$ cat config.mk
export PLATFORM = sky130hd
export DESIGN_NAME = pin_report_tx
export DESIGN_NICKNAME = d
export VERILOG_FILES = /design/src/rtl/pin_report_tx.sv
export SDC_FILE = /design/constraint.sdc
export NUM_CORES = 1
export LEC_CHECK = 0
export BUFFER_PORTS_ARGS = -buffer_cell sky130_fd_sc_hd__buf_2
export CAP_MARGIN = 20
export CORE_MARGIN = 2
export CORE_UTILIZATION = 45
export DETAILED_ROUTE_END_ITERATION = 10
export PLACE_DENSITY_LB_ADDON = 0.12
export SETUP_SLACK_MARGIN = 0.5
export SKIP_LAST_GASP = 1
export SLEW_MARGIN = 20
export SYNTH_ARGS = -nofsm -noshare
export SYNTH_HDL_FRONTEND = slang
export SYNTH_SLANG_ARGS = --single-unit
$ cat constraint.sdc
create_clock -name clk -period 4.5 [get_ports clk]
set_input_delay 0.9 -clock clk [delete_from_list [all_inputs] [get_ports clk]]
set_output_delay 0.9 -clock clk [all_outputs]
set_load 0.1 [all_outputs]
$ cat src/rtl/pin_report_tx.sv
// Pin-check reporter: snapshots per-channel pass flags on a start pulse and streams
// "PASS"/"FAIL", an optional per-channel 0/1 map, then CR LF over a UART byte handshake.
module pin_report_tx #(
  parameter int NUM_CH     = 8,
  parameter int DETAIL     = 1,
  parameter int GAP_CYCLES = 600,
  parameter int TO_CYCLES  = 65535
) (
  input  logic              clk,
  input  logic              rst_n,
  input  logic              report_start,
  input  logic [NUM_CH-1:0] pin_ok,
  input  logic              tx_busy,
  input  logic              tx_complete,
  output logic              tx_start,
  output logic [7:0]        tx_data,
  output logic              report_busy,
  output logic              report_done,
  output logic              all_pass,
  output logic              tx_timeout
);

  localparam int FRAME_LEN = 4 + ((DETAIL != 0) ? (1 + NUM_CH) : 0) + 2;
  localparam int IDX_W     = $clog2(FRAME_LEN);
  localparam int GAP_W     = (GAP_CYCLES > 1) ? $clog2(GAP_CYCLES + 1) : 1;
  localparam int TO_W      = (TO_CYCLES > 1) ? $clog2(TO_CYCLES + 1) : 1;

  localparam logic [IDX_W-1:0] LAST_IDX = IDX_W'(FRAME_LEN - 1);
  localparam logic [IDX_W-1:0] CR_IDX   = IDX_W'(FRAME_LEN - 2);
  localparam logic [IDX_W-1:0] MAP_BASE = IDX_W'(5);

  typedef enum logic [2:0] {
    IDLE,
    LAUNCH,
    WAIT,
    GAP,
    DONE
  } state_t;

  state_t            state;
  logic [NUM_CH-1:0] snap;
  logic [IDX_W-1:0]  idx;
  logic [GAP_W-1:0]  gap_cnt;
  logic [TO_W-1:0]   to_cnt;
  logic [7:0]        next_byte;
  logic [7:0]        ch_char [NUM_CH];

  genvar gi;
  generate
    for (gi = 0; gi < NUM_CH; gi++) begin : g_ch_char
      assign ch_char[gi] = snap[gi] ? 8'h31 : 8'h30;
    end
  endgenerate

  // Byte for the current index: verdict, optional map, then the CR LF terminator.
  always_comb begin
    next_byte = 8'h0A;
    if (idx < IDX_W'(4)) begin
      case (idx[1:0])
        2'd0:    next_byte = all_pass ? 8'h50 : 8'h46;
        2'd1:    next_byte = 8'h41;
        2'd2:    next_byte = all_pass ? 8'h53 : 8'h49;
        default: next_byte = all_pass ? 8'h53 : 8'h4C;
      endcase
    end else if (idx == CR_IDX) begin
      next_byte = 8'h0D;
    end else if (idx == LAST_IDX) begin
      next_byte = 8'h0A;
    end else if (DETAIL != 0) begin
      next_byte = 8'h20;
      for (int i = 0; i < NUM_CH; i++) begin
        if (idx == MAP_BASE + IDX_W'(i)) begin
          next_byte = ch_char[i];
        end
      end
    end
  end

  always_ff @(posedge clk) begin
    if (!rst_n) begin
      state       <= IDLE;
      snap        <= '0;
      idx         <= '0;
      gap_cnt     <= '0;
      to_cnt      <= '0;
      tx_start    <= 1'b0;
      tx_data     <= 8'h00;
      report_busy <= 1'b0;
      report_done <= 1'b0;
      all_pass    <= 1'b0;
      tx_timeout  <= 1'b0;
    end else begin
      tx_start    <= 1'b0;
      report_done <= 1'b0;
      case (state)
        IDLE: begin
          report_busy <= report_start;
          if (report_start) begin
            snap       <= pin_ok;
            all_pass   <= &pin_ok;
            tx_timeout <= 1'b0;
            idx        <= '0;
            state      <= LAUNCH;
          end
        end
        LAUNCH: begin
          if (!tx_busy) begin
            tx_data  <= next_byte;
            tx_start <= 1'b1;
            to_cnt   <= TO_W'(TO_CYCLES);
            state    <= WAIT;
          end
        end
        WAIT: begin
          // Completion is checked before expiry so a same-cycle completion wins.
          if (tx_complete) begin
            if (idx == LAST_IDX) begin
              state <= DONE;
            end else begin
              idx     <= idx + 1'b1;
              gap_cnt <= GAP_W'(GAP_CYCLES);
              state   <= GAP;
            end
          end else if (to_cnt == '0) begin
            tx_timeout  <= 1'b1;
            report_busy <= 1'b0;
            state       <= IDLE;
          end else begin
            to_cnt <= to_cnt - 1'b1;
          end
        end
        GAP: begin
          if (gap_cnt <= GAP_W'(1)) begin
            state <= LAUNCH;
          end else begin
            gap_cnt <= gap_cnt - 1'b1;
          end
        end
        DONE: begin
          report_done <= 1'b1;
          state       <= IDLE;
        end
        default: state <= IDLE;
      endcase
    end
  end

endmodule

==> results.cfg <==
[pwr]
ir_drop_mv = 0.1735
p_leak_uw = 0.001213
p_sw_uw = 363.4
p_int_uw = 724.8
power_density_nw_per_um2 = 342.3
netSwitchingFraction_pct = 33.39
pwr-share-clk_pct = 27.3
pwr-share-seq_pct = 48.8
p_total_uw = 1088
pwr-share-comb_pct = 23.8

[critical_path]
criticalPathCategory = flip-flop to flip-flop
crit_path_start_kind = flip-flop
crit_fanout = 13
reg2reg_from = idx[0]
cp.arrival_ns = 2.67
critPathBufInv = 1
crit_slowest_cell = a2bb2oi_1
cp_slowest_stage_delay_ns = 0.74
cp_cell_sequence = inv_1, ha_1, nand3_1, a2bb2oi_1, a2111oi_0, nor4_1
crit_family = compound AO/OA/AOI/OAI gates
cp.required_ns = 4.72
cp-end-kind = flip-flop
startpoint = idx[0]

[logic_synthesis]
ys_top_cells_by_count = dfxtp_1 (53), nand2_1 (47), a21oi_1 (26)
yosysWarnings = 0
synth_seq_area_share_pct = 35.75
synth_edf_count = 0
synth.most_common_cell = dfxtp_1
synthCells = 362
synth_cell_types = 60
synth_nets = 383
ys_async_sr_fraction_pct = 0
synth_area_per_cell_sq_um = 8.198
ys_ff_latch = 53
netlist_area_sq_um = 2968
synthFlopType = dfxtp_1
yosys-top-cells-area = dfxtp_1 (36%), nand2_1 (5.9%), a21oi_1 (4.4%)
yosysTopAreaCell = dfxtp_1
synth_top_area_share_pct = 35.75

[cts]
clkTransAtPathRegs_ns = 0.10
cts_buffers = 5
htreeDepth = 2
cts_root_buffer = clkbuf_8
cts_tree = built
post_cts_buffers = 0
cts_sinks = 53
clockBufferDepth = 2
postCtsResizedCells = 0
cts-hold-fix-buffers = 0
clock_latency_ns = 0.31

[placement]
gp_congestion = 0.8135
dpl.hpwl_um = 4951
io_buffer_count = 24

[finish]
final_nets = 391
area_delta_synth_final_pct = 7.125
drive_above_1_share_pct = 12.40
antennaDiodeCount = 0

[timing]
finalHoldViolations = 0
fmax_mhz = 408.2
skew_ns = 0.007138
fin_crit_ns = 2.450
slew_violations = 0
finalSetupViolCount = 0
max-slew-margin-rel_pct = 33.91
period_share_pct = 54.45
fin_tns_setup_ns = 0
rsz0062_at_grt = no
tightest_slew_ns = 0.9877

[floorplanning]
die_area_sq_um = 7261
rows = 29
io_pins = 26
die_h_um = 85.21
die_w_um = 85.21
start_util_pct = 46.74
core_area_sq_um = 6350

[routing]
viasPerCell = 6.078
drt_iter0_drc = 108
ant_nets = 0
drcViolationCount = 0
avgRoutedWirePerCell_um = 15.56
drt_pass1_iterations = 4
num_vias = 2723
totalWireLength_um = 6969

[run_status]
outcome = finished clean

[grt]
grt_pass1_vias = 2581
globalRoute.totalOverflow = 0
track_usage_pct = 19.66
grt_max_degree = 23
grt_pass1_wl_um = 11790
antenna_found_initial = 0

[hold_path]
min_from = tx_data[5]
hp-class = flip-flop to flip-flop

[job]
maxCapViolations = 0
area by class of cell:
| type | instances | area, sq um |
|---|---|---|
| fillers | 645 | 3171 |
| multi-input cells | 269 | 1729 |
| flip-flops and latches | 53 | 1061 |
| repair buffers | 26 | 135.1 |
| clock buffers | 7 | 96.34 |
| well taps | 77 | 96.34 |
| inverters | 15 | 56.30 |
| clock inverters | 1 | 5.005 |
layout by cell type, fill, tap and decap left out, types with 4 or more instances in the layout:
master,netlist,final
a211oi_1,5,5
a21o_1,4,4
a21oi_1,26,26
a311o_1,4,4
a31oi_1,12,12
buf_2,7,24
clkbuf_8,0,7
dfxtp_1,53,53
ha_1,8,8
inv_1,15,15
mux2i_1,6,6
nand2_1,47,47
nand2b_1,7,7
nand3_1,12,12
nand4_1,5,5
nor2_1,23,23
nor3_1,9,9
nor4_1,13,13
o211a_1,5,5
o21ai_0,11,11
o311a_1,5,5
or3_1,6,6
or4_1,5,5
metal layers:
layer  vias up  track usage (%)  share of wire (%)
met5         -                0                  0
met4         0            7.792                1.7
met3        10            3.113                2.8
met2        37            31.68                 48
met1      1307            26.36                 48
li1       1369                -                  -
cells by family (layout without fill, tap and decap cells):
group | count (synthesis) | count (layout) | synth area share (%)
simple gates | 153 | 153 | 28.46
compound gates | 100 | 100 | 23.99
flops | 53 | 53 | 35.75
buf+inv | 40 | 49 | 5.986
fa+ha+maj | 8 | 8 | 3.373
mux | 6 | 6 | 2.024
other cells | 1 | 1 | 0.1264
xor+xnor | 1 | 1 | 0.2952
per-stage QoR:
stage | util [%] | hold WS [ns] | cells | setup WS (ns) | area, sq um
2_1_floorplan | - | 0.4312 | 362 | 2.343 | 2968
3_3_place_gp | 48.47 | 0.4403 | 440 | 1.918 | 3078
3_5_place_dp | 48.47 | 0.4474 | 440 | 1.903 | 3078
4_1_cts | 50.07 | 0.4611 | 448 | 2.000 | 3179
5_1_grt | 50.07 | 0.4895 | 448 | 1.808 | 3179
6_report | 50.07 | 0.4553 | 448 | 2.050 | 3179
sequential cells by signal (all words and copies together) (netlist names):
register,flops
to_cnt,16
tx_timeout,1
report_busy,1
tx_start,1
state,3
gap_cnt,10
tx_data,7
snap,8
report_done,1
all_pass,1
idx,4
power by group through the flow:
stage / Combinational [uW] / Clock, uW / Sequential, uW
after global routing: 286 / 320 / 536
after global placement: 255 / 0 / 540
after detailed placement: 258 / 0 / 541
after floorplan: 182 / 0 / 568
after CTS: 258 / 310 / 530
final: 259 / 298 / 531
path summary, 6_finish.rpt:
kind	slack, ns	end	cells after the start
setup / recovery	2.05	gap_cnt[3]	6
hold / removal	0.46	tx_data[5]	2
setup reg to reg	2.05	gap_cnt[3]	6
hold reg to reg	0.46	tx_data[5]	2
worst min-delay path, cell delays in order, from the launching register on:
cell,delay (ns)
dfxtp_1,0.32
nand2_1,0.05
a21oi_1,0.05
Power figures use the tool's default switching activity.
